--- src/rtl/button_capture_ctrl_pkg.sv ---
// Shared definitions for the switch-capture path: FSM state encodings and default sizing.
package button_capture_ctrl_pkg;

    typedef enum logic [2:0] {
        ST_IDLE     = 3'd0,
        ST_PRESS_DB = 3'd1,
        ST_CAPTURE  = 3'd2,
        ST_HOLD     = 3'd3,
        ST_REL_DB   = 3'd4
    } state_t;

    localparam int DEF_DATA_W   = 13;
    localparam int DEF_DEBOUNCE = 20000;
    localparam int DEF_CNT_W    = 15;

endpackage

--- src/rtl/button_capture_ctrl_sync_2ff.sv ---
// Two-flop synchroniser with async reset, used for every asynchronous dev-board input.
module button_capture_ctrl_sync_2ff (
    input  logic clk,
    input  logic rst,
    input  logic i_d,
    output logic o_q
);

    logic r_meta;
    logic r_sync;

    always_ff @(posedge clk or posedge rst) begin
        if (rst) begin
            r_meta <= 1'b0;
            r_sync <= 1'b0;
        end else begin
            r_meta <= i_d;
            r_sync <= r_meta;
        end
    end

    assign o_q = r_sync;

endmodule

--- src/rtl/button_capture_ctrl.sv ---
// Debounces the push-button and takes one snapshot of the switch bus per press,
// handing it to the CPU through a valid/ack handshake with a sticky overrun flag.
module button_capture_ctrl
    import button_capture_ctrl_pkg::*;
#(
    parameter int DATA_W   = DEF_DATA_W,
    parameter int DEBOUNCE = DEF_DEBOUNCE,
    parameter int CNT_W    = DEF_CNT_W
) (
    input  logic              clk,
    input  logic              rst,
    input  logic              button,
    input  logic [DATA_W-1:0] sw_data,
    input  logic              ack,
    input  logic              clr_overrun,
    output logic [DATA_W-1:0] out_data,
    output logic              out_valid,
    output logic              capture_pulse,
    output logic              overrun,
    output logic              busy
);

    localparam logic [CNT_W-1:0] CNT_LAST = CNT_W'(DEBOUNCE - 1);

    logic              w_btn_s;
    state_t            r_state;
    logic [CNT_W-1:0]  r_cnt;
    logic [DATA_W-1:0] r_out_data;
    logic              r_out_valid;
    logic              r_capture_pulse;
    logic              r_overrun;
    logic              r_busy;

    button_capture_ctrl_sync_2ff u_sync (
        .clk (clk),
        .rst (rst),
        .i_d (button),
        .o_q (w_btn_s)
    );

    // Handshake updates come first so that a capture on the same edge overrides
    // an ack, and a new overrun overrides a clear.
    always_ff @(posedge clk or posedge rst) begin
        if (rst) begin
            r_state         <= ST_IDLE;
            r_cnt           <= '0;
            r_out_data      <= '0;
            r_out_valid     <= 1'b0;
            r_capture_pulse <= 1'b0;
            r_overrun       <= 1'b0;
            r_busy          <= 1'b0;
        end else begin
            r_capture_pulse <= 1'b0;
            if (ack && r_out_valid) begin
                r_out_valid <= 1'b0;
            end
            if (clr_overrun) begin
                r_overrun <= 1'b0;
            end

            case (r_state)
                ST_IDLE: begin
                    if (w_btn_s) begin
                        r_state <= ST_PRESS_DB;
                        r_cnt   <= '0;
                        r_busy  <= 1'b1;
                    end
                end
                ST_PRESS_DB: begin
                    if (!w_btn_s) begin
                        r_state <= ST_IDLE;
                        r_cnt   <= '0;
                        r_busy  <= 1'b0;
                    end else if (r_cnt == CNT_LAST) begin
                        r_state         <= ST_CAPTURE;
                        r_cnt           <= '0;
                        r_capture_pulse <= 1'b1;
                        r_out_data      <= sw_data;
                        r_out_valid     <= 1'b1;
                        if (r_out_valid && !ack) begin
                            r_overrun <= 1'b1;
                        end
                    end else begin
                        r_cnt <= r_cnt + CNT_W'(1);
                    end
                end
                ST_CAPTURE: begin
                    r_state <= ST_HOLD;
                    r_cnt   <= '0;
                end
                ST_HOLD: begin
                    if (!w_btn_s) begin
                        r_state <= ST_REL_DB;
                        r_cnt   <= '0;
                    end
                end
                ST_REL_DB: begin
                    if (w_btn_s) begin
                        r_state <= ST_HOLD;
                        r_cnt   <= '0;
                    end else if (r_cnt == CNT_LAST) begin
                        r_state <= ST_IDLE;
                        r_cnt   <= '0;
                        r_busy  <= 1'b0;
                    end else begin
                        r_cnt <= r_cnt + CNT_W'(1);
                    end
                end
                default: begin
                    r_state <= ST_IDLE;
                    r_cnt   <= '0;
                    r_busy  <= 1'b0;
                end
            endcase
        end
    end

    assign out_data      = r_out_data;
    assign out_valid     = r_out_valid;
    assign capture_pulse = r_capture_pulse;
    assign overrun       = r_overrun;
    assign busy          = r_busy;

endmodule

--- config.mk ---
export PLATFORM = sky130hd
export DESIGN_NAME = button_capture_ctrl
export DESIGN_NICKNAME = d
export VERILOG_FILES = /design/src/rtl/button_capture_ctrl_pkg.sv /design/src/rtl/button_capture_ctrl_sync_2ff.sv /design/src/rtl/button_capture_ctrl.sv
export SDC_FILE = /design/constraint.sdc
export NUM_CORES = 1
export LEC_CHECK = 0
export BUFFER_PORTS_ARGS = -buffer_cell sky130_fd_sc_hd__clkbuf_2
export CAP_MARGIN = 15
export CORE_ASPECT_RATIO = 1.4
export CORE_UTILIZATION = 50
export DETAILED_ROUTE_END_ITERATION = 10
export GPL_TIMING_DRIVEN = 0
export PLACE_DENSITY_LB_ADDON = 0.15
export RECOVER_POWER = 50
export REMOVE_ABC_BUFFERS = 1
export SLEW_MARGIN = 20
export SYNTH_ARGS = -nofsm -noshare
export SYNTH_HDL_FRONTEND = slang
export SYNTH_SLANG_ARGS = --single-unit
--- constraint.sdc ---
create_clock -name clk -period 5.16 [get_ports clk]
set_input_delay 1.032 -clock clk [delete_from_list [all_inputs] [get_ports clk]]
set_output_delay 1.032 -clock clk [all_outputs]
set_load 0.02 [all_outputs]
==> results of run 1 <==
==> flip-flops by register name (all words and copies together), names as in the netlist <==
name	count
overrun	1
out_valid	1
u_sync.o_q	1
r_cnt	15
u_sync.r_meta	1
capture_pulse	1
r_state	3
busy	1
out_data	13
==> per-layer routing <==
layer  vias to the layer above  share of wire, %  track usage [%]
li1                        727                 -                -
met1                       749                40             24.5
met2                        33                55             37.4
met3                         4               3.1             4.85
met4                         0               1.2             8.55
met5                         -                 0                0
==> worst min path at each step <==
stage	start	to	slack, ps	cells past startpoint
final	u_sync.r_meta$_DFF_PP0_	u_sync.o_q$_DFF_PP0_	360	0
after CTS	u_sync.r_meta$_DFF_PP0_	u_sync.o_q$_DFF_PP0_	360	0
after floorplan	u_sync.r_meta$_DFF_PP0_	u_sync.o_q$_DFF_PP0_	330	0
after global routing	u_sync.r_meta$_DFF_PP0_	u_sync.o_q$_DFF_PP0_	360	0
after global placement	u_sync.r_meta$_DFF_PP0_	u_sync.o_q$_DFF_PP0_	340	0
after detailed placement	u_sync.r_meta$_DFF_PP0_	u_sync.o_q$_DFF_PP0_	340	0
==> layout make-up <==
class                   instances  area [µm²]
clock buffers                   6        82.6
clock inverters                 2        37.5
fillers                       314        1480
inverters                       4        15.0
multi-input cells             127         885
flip-flops and latches         37         926
well taps                      42        52.6
repair buffers                 34         163
==> worst max-delay path: cells and delay by family, from the launching register on <==
kind | cells | cell delay (ps)
DFF | 1 | 450
AOI/OAI and AO/OA | 2 | 480
and+or+nand+nor | 2 | 1220
==> metrics by stage <==
stage          worst slack (ps)  util (%)  area, µm²  power (mW)
6_report                   2890      59.3       2160       0.620
3_3_place_gp               2880      56.2       2050       0.364
5_1_grt                    2840      59.3       2160       0.644
2_1_floorplan              3100         -       1830       0.346
3_5_place_dp               2910      56.2       2050       0.367
4_1_cts                    2890      59.5       2170       0.628
==> cells by family (layout without fill, tap and decap cells) <==
group                      count (synthesis)  after routing  share of synthesized area, %
muxes                                     13             13                          7.69
adders and majority gates                  2              2                          1.31
AOI/OAI and AO/OA                         41             41                          14.1
DFF                                       37             37                          48.6
and+or+nand+nor                           69             69                          22.5
xor gates and xnor gates                   2              2                         0.920
buffers and inverters                     13             46                          4.93
==> power breakdown <==
part	switching, mW	internal (mW)
clock	0.103	0.157
sequential	0.00961	0.299
combinational	0.0303	0.0206
total	0.143	0.477
==> placed cells by master (no fill, tap or decap), drive strengths merged, types with 2 or more instances in the layout <==
cell type   n
nor2        9
nor2b       3
o32ai       2
nand3       6
o21a        2
o31ai       3
nor3        3
clkbuf     40
and4        2
dfrtp      37
inv         4
and3        3
o22ai       2
a21oi      12
or4         6
ha          2
nand2      14
nor4        2
nand4b      4
o21ai      12
or4b        2
or3         5
nand4       6
a32o        2
a211oi      2
mux2       13
==> metrics.yaml, run 1 <==
status: "complete, no violations"
synthesis.area_um2: 1900
ant_nets: 0
fp.dieW_um: 54.2
grt_pass1_vias: 1392
synth_commonest_cells: "37 x dfrtp_1, 14 x nand2_1, 13 x mux2_2"
n_antenna_cell: 0
clockBufferDepth: 2
endpoint_kind: "flop"
dp.cells: 244
cts_root_buf: "clkbuf_8"
first_pass_iters: 4
skew_ps: 7.25
insertion_delay_ps: 290
grt_pass1_wl_mm: 6.22
final.setup.tns_ps: 0
grt_remaining_overflow: 0
wl_mm: 3.74
ctsHoldBuffers: 0
rr_worst_depth: 4
cts_tree: "yes"
hold_path.class: "flop to flop"
drt_iter0_drc: 73
drv_cap: 0
die_h_um: 75.0
die_area_um2: 4060
synth_seq_area_share_pct: 48.6
syn_inst: 177
whs_ps: 357
netlist_top_cells_area: "dfrtp_1 49%, mux2_2 7.7%, o21ai_0 3.2%, a21oi_1 2.9%, nand2_1 2.8%"
rsz0062_at_grt: "false"
drc: 0
syn_to_final_growth_pct: 13.5
grt.total_usage_pct: 21.4
yosysWarningCount: 0
async_reset_ff_share_pct: 100
core_area_um2: 3640
crit_type: "flop to flop"
period_share_pct: 43.9
cts.sinks: 37
slowest_delay_ps: 630
r2r_end: "r_cnt[14]$_DFFE_PP0P_"
synth.ff_latch_count: 37
clk_pin_slew_ps: 70
place_hpwl_mm: 2.73
rows: 26
fin_crit_ps: 2270
syn_avg_cell_area_um2: 10.8
max_freq_mhz: 441
h-tree-depth: 2
cp-start-kind: "flop"
setup_viol: 0
hold_violations: 0
ys.flop_type: "dfrtp_1"
cts-resized-gates: 0
postCtsSetupRepairBufs: 0
synth_edf_count: 0
grt_max_degree: 38
path_max_fanout: 11
cp_data_required_time_ps: 5340
crit_arrival_ps: 2440
crit_path_top_delay_cell: "or4_4"
dr_total_vias: 1513
crit_path_frequent_cell: "or4_4"
r2r-start: "r_cnt[6]$_DFFE_PP0P_"
slew_headroom_pct: 9.63
vias_per_cell: 6.00
synth.most_common_cell: "dfrtp_1"
synth_top_cell_area_share_pct: 48.6
start_util_pct: 52.3
drive_gt1_share_pct: 28.6
gp_congestion: 0.819
nets: 229
cts_made_buffers: 5
boundaryPins: 35
slew_violations: 0
path_cells: "or4_4, or4_4, a21oi_4, o21ba_2"
rrSetupSlack_ps: 2890
power.density_nw_per_um2: 287
yosys.area.top_type: "dfrtp_1"
crit_start: "r_cnt[6]$_DFFE_PP0P_"
max_slew.worst_pin.slew_ps: 1350
p_leak_nw: 0.914
wl_per_cell_um: 14.8
antenna_found_initial: 0
synth.distinct_cells: 46
ir_drop_mv: 0.226
finalNonFillerCells: 252
endpoint: "r_cnt[14]$_DFFE_PP0P_"
io_buffers: 34
Power figures use the tool's default switching activity.
==> inputs of run 2 (changes only) <==
--- a/config.mk
+++ b/config.mk
@@ -8,7 +8,7 @@
 export BUFFER_PORTS_ARGS = -buffer_cell sky130_fd_sc_hd__clkbuf_2
 export CAP_MARGIN = 15
 export CORE_ASPECT_RATIO = 1.4
-export CORE_UTILIZATION = 50
+export CORE_UTILIZATION = 49
 export DETAILED_ROUTE_END_ITERATION = 10
 export GPL_TIMING_DRIVEN = 0
 export PLACE_DENSITY_LB_ADDON = 0.15
==> constraint.sdc (replaced) <==
create_clock -name clk -period 1.9 [get_ports clk]
set_input_delay 0.38 -clock clk [delete_from_list [all_inputs] [get_ports clk]]
set_output_delay 0.38 -clock clk [all_outputs]
set_load 0.02 [all_outputs]
==> run 2 against run 1 <==
  * The run now ends with negative setup slack left
  * Cell count rose by 5.6%
  * Sequential power grew to 2.7 times the previous value
  * Register-to-register slack got worse by 3000 ps
  * Via count grew 7.0%
  * Global-route usage grew 1.6 points
  * Critical path depth rose by 1
  * Utilization increased by 8.6 points
  * Combinational power grew to 3.5 times the previous value
  * Highest routed layer unchanged
==> metrics.yaml, run 2 (same netlist as run 1, synthesis figures left out) <==
cts_made_buffers: 5  # unchanged
gp_congestion: 0.820  # was 0.819
endpoint_kind: "flop"  # unchanged
syn_to_final_growth_pct: 31.1  # was 13.5%
grt_pass1_wl_mm: 6.78  # was 6.22 mm
place_ws_ps: -358  # was 2910 ps
crit_path_frequent_cell: "or4_4"  # unchanged
clockBufferDepth: 2  # unchanged
nets: 243  # was 229
met2_usage_pct: 41.8  # was 37.4%
drt_iter0_drc: 55  # was 73
nFillCells: 290  # was 314
h-tree-depth: 2  # unchanged
ant_nets: 0  # unchanged
first_pass_iters: 4  # unchanged
rows: 26  # unchanged
drive_gt1_share_pct: 44.6  # was 28.6%
hold_violations: 0  # unchanged
largest_register_ffs: 15  # unchanged
ctsHoldBuffers: 0  # unchanged
slew_violations: 0  # unchanged
cts.sinks: 37  # unchanged
boundaryPins: 35  # unchanged
violations: "negative setup slack"
busiest_layer: "met2"  # unchanged
path_max_fanout: 4  # was 11
cts_root_buf: "clkbuf_8"  # unchanged
period_share_pct: 107  # was 43.9%
fin_area_um2: 2500  # was 2160 µm²
use_met1_pct: 25.4  # was 24.5%
status: "finished with violations"  # was complete, no violations
cp-start-kind: "flop"  # unchanged
die_area_um2: 4140  # was 4060 µm²
power.density_nw_per_um2: 732  # was 287 nW/µm²
grt_remaining_overflow: 0  # unchanged
place_hpwl_mm: 2.71  # was 2.73 mm
slew_headroom_pct: 10.2  # was 9.63%
grt_pass1_vias: 1539  # was 1392
grt_util_met3_pct: 4.99  # was 4.85%
cp_top_family: "simple AND/OR/NAND/NOR gates"  # unchanged
setup_viol: 29  # was 0
placed_area_um2: 2050  # unchanged
grt.total_usage_pct: 22.9  # was 21.4%
hold_path.class: "input pin to flop"  # was flop to flop
io_buffers: 34  # unchanged
cp_data_required_time_ps: 2070  # was 5340 ps
fp.dieW_um: 54.7  # was 54.2 µm
regArea_um2: 927  # was 926 µm²
setup_ws_ps: -131  # was 2890 ps
die_h_um: 75.8  # was 75.0 µm
p_leak_nw: 1.07  # was 0.914 nW
n_antenna_cell: 0  # unchanged
grt_max_degree: 38  # unchanged
path_cells: "or4_4, or4_4, a21oi_4, buf_6, a21oi_2"  # was or4_4, or4_4, a21oi_4, o21ba_2
max_slew.worst_pin.slew_ps: 1340  # was 1350 ps
crit_type: "flop to flop"  # unchanged
drc: 0  # unchanged
crit_path_top_delay_cell: "or4_4"  # unchanged
final_common_cell: "dfrtp_1"  # unchanged
start_util_pct: 51.8  # was 52.3%
layout_common_cells: "36 x dfrtp_1, 34 x clkbuf_2, 12 x nand2_1, 12 x mux2_2, 9 x o21ai_0"  # was 37 x dfrtp_1, 28 x clkbuf_2, 14 x nand2_1, 13 x mux2_2, 12 x o21ai_0
wl_mm: 4.48  # was 3.74 mm
dr_total_vias: 1619  # was 1513
clk_pin_slew_ps: 80  # was 70 ps
wl_per_cell_um: 16.9  # was 14.8 µm
regMostFlops: "r_cnt"  # unchanged
rsz0062_at_grt: "true"  # was false
crit_arrival_ps: 2200  # was 2440 ps
cts_tree: "yes"  # unchanged
max_freq_mhz: 492  # was 441 MHz
vias_per_cell: 6.09  # was 6.00
fin_crit_ps: 2030  # was 2270 ps
skew_ps: 9.21  # was 7.25 ps
insertion_delay_ps: 290  # about the same
multi_input_area_um2: 1060  # was 885 µm²
slowest_delay_ps: 540  # was 630 ps
final_util_pct: 67.9  # was 59.3%
drv_cap: 0  # unchanged
core_area_um2: 3680  # was 3640 µm²
ir_drop_mv: 0.519  # was 0.226 mV
antenna_found_initial: 0  # unchanged
timing.critical_path.buf_inv: 1  # was 0
run 2: cell types whose count changed in the layout (fill, tap and decap cells not counted), sizes merged:
cell,change
nand3,+1
bufinv,+1
clkinvlp,-1
buf,+12
clkinv,+1
run 2: worst paths after layout:
path | slack [ps] | cells after the start | startpoint | to
setup / recovery | -130 | 5 | r_cnt[6]$_DFFE_PP0P_ | r_cnt[11]$_DFFE_PP0P_
hold / removal | 200 | 1 | button | u_sync.r_meta$_DFF_PP0_
setup reg to reg | -130 | 5 | r_cnt[6]$_DFFE_PP0P_ | r_cnt[11]$_DFFE_PP0P_
hold reg to reg | 360 | 0 | u_sync.r_meta$_DFF_PP0_ | u_sync.o_q$_DFF_PP0_
max in group asynchronous | 580 | 2 | rst | r_cnt[6]$_DFFE_PP0P_
min in group asynchronous | 440 | 2 | rst | r_cnt[1]$_DFFE_PP0P_
run 2: stage by stage:
stage          power (mW)  setup TNS, ps  std cells  hold WS [ps]
2_1_floorplan       0.940          -1260        168           331
3_3_place_gp        0.989          -6220        244           335
3_5_place_dp        0.996          -7210        244           349
4_1_cts              1.82          -1570        265           196
5_1_grt              1.88          -4020        266           197
6_report             1.83          -2470        266           199
run 2: cell type report:
class                           instances  area share, %
Multi-Input combinational cell        128           42.5
Sequential cell                        37           37.1
Timing Repair Buffer                   47           12.3
Clock buffer                            5           2.76
Clock inverter                          3           2.61
Tap cell                               42           2.10
Inverter                                4          0.601
run 2: per-layer routing:
metal,part of all wire (%),vias up,wire (µm)
met2,56,51,2490
met4,1.9,0,84
li1,-,759,-
met5,0,-,0
met1,39,800,1730
met3,3.9,9,175
run 2: power by group:
part           leakage [nW]  internal, mW  switching (mW)
sequential            0.473         0.813          0.0281
clock                0.0681         0.521           0.286
combinational         0.525        0.0784           0.102
total                  1.07          1.41           0.416
run 2: repair_timing:
item,4_1_cts,5_1_grt
pin swaps,7,6
buffers inserted,12,0
setup endpoints to repair,33,32
endpoints found under the hold margin,0,0
cloned,1,1
gates resized for setup,22,19
==> inputs of run 3 (changes only) <==
--- a/config.mk
+++ b/config.mk
@@ -5,10 +5,11 @@
 export SDC_FILE = /design/constraint.sdc
 export NUM_CORES = 1
 export LEC_CHECK = 0
+export ABC_AREA = 1
 export BUFFER_PORTS_ARGS = -buffer_cell sky130_fd_sc_hd__clkbuf_2
 export CAP_MARGIN = 15
 export CORE_ASPECT_RATIO = 1.4
-export CORE_UTILIZATION = 49
+export CORE_UTILIZATION = 50
 export DETAILED_ROUTE_END_ITERATION = 10
 export GPL_TIMING_DRIVEN = 0
 export PLACE_DENSITY_LB_ADDON = 0.15
==> run 3 against run 2 <==
  * The flow now finishes without violations
  * Synthesized area is 2.9% higher
  * Setup slack improved by 380 ps
  * Register-to-register slack gained 380 ps
  * Global-route usage is 1.1 points lower
  * Clock skew down 2.6 ps
  * Largest power group unchanged
  * Flip-flop and latch count did not move
  * Highest routed layer unchanged
  * Non-clock buffer count shrank 11
  * Largest cell class is now flip-flops and latches
  * Via count rose by 3.5%
  * Total power rose by 12%
==> metrics.yaml, run 3 <==
slew_violations: 0  # unchanged
endpoint_kind: "flop"  # unchanged
syn_avg_cell_area_um2: 7.81  # was 10.8 µm²
final.setup.tns_ps: 0  # was -2470 ps
synth.distinct_cells: 25  # was 46
synth_edf_count: 0  # unchanged
grt.total_usage_pct: 21.9  # was 22.9%
ant_nets: 0  # unchanged
first_pass_iters: 4  # unchanged
multi_input_area_um2: 868  # was 1060 µm²
rrSetupSlack_ps: 250  # was -130 ps
syn_to_final_growth_pct: 14.6  # was 31.1%
regMostFlops: "r_cnt"  # unchanged
postCtsSetupRepairBufs: 0  # was 12
async_reset_ff_share_pct: 100  # unchanged
grt_remaining_overflow: 0  # unchanged
hold_violations: 0  # unchanged
whs_endpoint: "u_sync.r_meta$_DFF_PP0_"  # unchanged
regArea_um2: 926  # was 927 µm²
dp.cells: 322  # was 244
crit_arrival_ps: 1820  # was 2200 ps
nFillCells: 379  # was 290
die_h_um: 76.1  # was 75.8 µm
rr_worst_depth: 8  # was 5
gp_congestion: 0.820  # about the same
grt_pass1_vias: 1632  # was 1539
crit_type: "flop to flop"  # unchanged
finalNonFillerCells: 331  # was 266
place_hpwl_mm: 2.79  # was 2.71 mm
core_area_um2: 3710  # was 3680 µm²
clk_pin_slew_ps: 70  # was 80 ps
fin_crit_ps: 1650  # was 2030 ps
r2r_end: "r_cnt[8]$_DFFE_PP0P_"  # was r_cnt[11]$_DFFE_PP0P_
whs_path_depth: 1  # unchanged
synthesis.area_um2: 1960  # was 1900 µm²
synth_commonest_cells: "97 x nand2_1, 37 x dfrtp_1, 23 x inv_1, 23 x nand3_1, 21 x nor2_1"  # was 37 x dfrtp_1, 14 x nand2_1, 13 x mux2_2
r2r-start: "r_cnt[0]$_DFFE_PP0P_"  # was r_cnt[6]$_DFFE_PP0P_
ys.flop_type: "dfrtp_1"  # unchanged
vias_per_cell: 5.06  # was 6.09
cts_made_buffers: 5  # unchanged
drv_cap: 0  # unchanged
power.density_nw_per_um2: 911  # was 732 nW/µm²
grt_max_degree: 34  # was 38
insertion_delay_ps: 290  # about the same
slowest_delay_ps: 420  # was 540 ps
n_antenna_cell: 0  # unchanged
synth.most_common_cell: "nand2_1"  # was dfrtp_1
final_common_cell: "nand2_1"  # was dfrtp_1
h-tree-depth: 2  # unchanged
drt_iter0_drc: 48  # was 55
whs_ps: 195  # was 199 ps
cp_data_required_time_ps: 2070  # about the same
cts_tree: "yes"  # unchanged
rows: 26  # unchanged
skew_ps: 6.65  # was 9.21 ps
grt_pass1_wl_mm: 6.69  # was 6.78 mm
synth_top_cell_area_share_pct: 47.3  # was 48.6%
wl_mm: 3.79  # was 4.48 mm
clockBufferDepth: 2  # unchanged
layout_common_cells: "97 x nand2_1, 37 x dfrtp_1, 29 x clkbuf_2, 23 x inv_1, 23 x nand3_1"  # was 36 x dfrtp_1, 34 x clkbuf_2, 12 x nand2_1, 12 x mux2_2, 9 x o21ai_0
p_leak_nw: 1.14  # was 1.07 nW
period_share_pct: 86.8  # was 107%
drive_gt1_share_pct: 18.7  # was 44.6%
nets: 308  # was 243
crit_path_top_delay_cell: "dfrtp_1"  # was or4_4
status: "complete, no violations"  # was finished with violations
syn_inst: 251  # was 177
netlist_top_cells_area: "dfrtp_1 47%, nand2_1 19%, nand3_1 5.9%, inv_1 4.4%, nor2_1 4.0%"  # was dfrtp_1 49%, mux2_2 7.7%, o21ai_0 3.2%, a21oi_1 2.9%, nand2_1 2.8%
wl_per_cell_um: 11.4  # was 16.9 µm
synth.ff_latch_count: 37  # unchanged
yosys.area.top_type: "dfrtp_1"  # unchanged
antenna_found_initial: 0  # unchanged
io_buffers: 34  # unchanged
max_slew.worst_pin.slew_ps: 800  # was 1340 ps
ir_drop_mv: 0.584  # was 0.519 mV
largest_register_ffs: 15  # unchanged
rsz0062_at_grt: "false"  # was true
hold_path.class: "input pin to flop"  # unchanged
slew_headroom_pct: 46.7  # was 10.2%
boundaryPins: 35  # unchanged
start_util_pct: 52.8  # was 51.8%
setup_viol: 0  # was 29
cts.sinks: 37  # unchanged
cts_root_buf: "clkbuf_8"  # unchanged
hold_start: "button"  # unchanged
max_freq_mhz: 606  # was 492 MHz
path_cells: "ha_1, nand3_1, nor2_1, nand2_1, nand3_1, nand2_2, nor2_4, nor2_1"  # was or4_4, or4_4, a21oi_4, buf_6, a21oi_2
synth_seq_area_share_pct: 47.3  # was 48.6%
die_area_um2: 4180  # was 4140 µm²
fp.dieW_um: 54.9  # was 54.7 µm
cp-start-kind: "flop"  # unchanged
dr_total_vias: 1676  # was 1619
drc: 0  # unchanged
path_max_fanout: 9  # was 4
yosysWarningCount: 0  # unchanged
-- run 3: stage by stage --
stage	setup slack [ps]	utilization (%)	power, mW	area, µm²
floorplan	489	-	1.25	1900
global placement	195	57.2	1.37	2120
detailed placement	226	57.7	1.38	2140
CTS	216	61.1	2.08	2270
global route	32.1	60.5	2.18	2240
finish	250	60.5	2.04	2240
-- run 3: what timing repair did --
item | CTS | global route
endpoints found under the hold margin | 4 | 0
gates resized for setup | 0 | 0
hold buffers | 1 | 0
-- run 3: routing by layer --
layer | vias to the layer above | wire length, µm | GRT usage [%]
met5 | - | 0 | 0
li1 | 866 | - | -
met3 | 6 | 174 | 6.19
met4 | 0 | 67 | 8.25
met1 | 769 | 1620 | 25.4
met2 | 35 | 1920 | 36.4
-- run 3: final cells by class --
class,instances,share of cell area [%]
clock inverters,1,1.34
clock buffers,7,3.85
flip-flops and latches,37,41.2
inverters,27,4.63
multi-input cells,181,38.7
repair buffers,36,7.92
well taps,42,2.34
-- run 3: worst max path at each step --
stage | from | slack, ps | cells past startpoint | endpoint
finish | r_cnt[0]$_DFFE_PP0P_ | 250 | 8 | r_cnt[8]$_DFFE_PP0P_
global route | r_cnt[0]$_DFFE_PP0P_ | 30 | 8 | r_cnt[14]$_DFFE_PP0P_
CTS | r_cnt[0]$_DFFE_PP0P_ | 220 | 8 | r_cnt[8]$_DFFE_PP0P_
detailed placement | r_cnt[0]$_DFFE_PP0P_ | 230 | 8 | r_cnt[8]$_DFFE_PP0P_
global placement | rst | 200 | 2 | r_cnt[7]$_DFFE_PP0P_
floorplan | r_cnt[0]$_DFFE_PP0P_ | 490 | 8 | r_cnt[11]$_DFFE_PP0P_
-- run 3: critical path: cells and delay by family (launching register included) --
kind / cells / cell delay (ps)
simple gates: 7 / 900
flops: 1 / 420
fa+ha+maj: 1 / 210
-- run 3: cell families after synthesis --
logic type               synth area share (%)
adder cells (fa/ha/maj)                  1.28
AND/OR/NAND/NOR                          39.4
XOR/XNOR                                 1.34
buffers and inverters                    8.43
AO/OA/AOI/OAI                            2.30
flip-flops                               47.3
-- run 3: report_power, final --
part / switching, mW / leakage (nW) / internal (mW) / total [mW]
clock: 0.269 / 0.0585 / 0.428 / 0.697
combinational: 0.303 / 0.639 / 0.138 / 0.441
sequential: 0.0707 / 0.439 / 0.835 / 0.906
total: 0.643 / 1.14 / 1.40 / 2.04
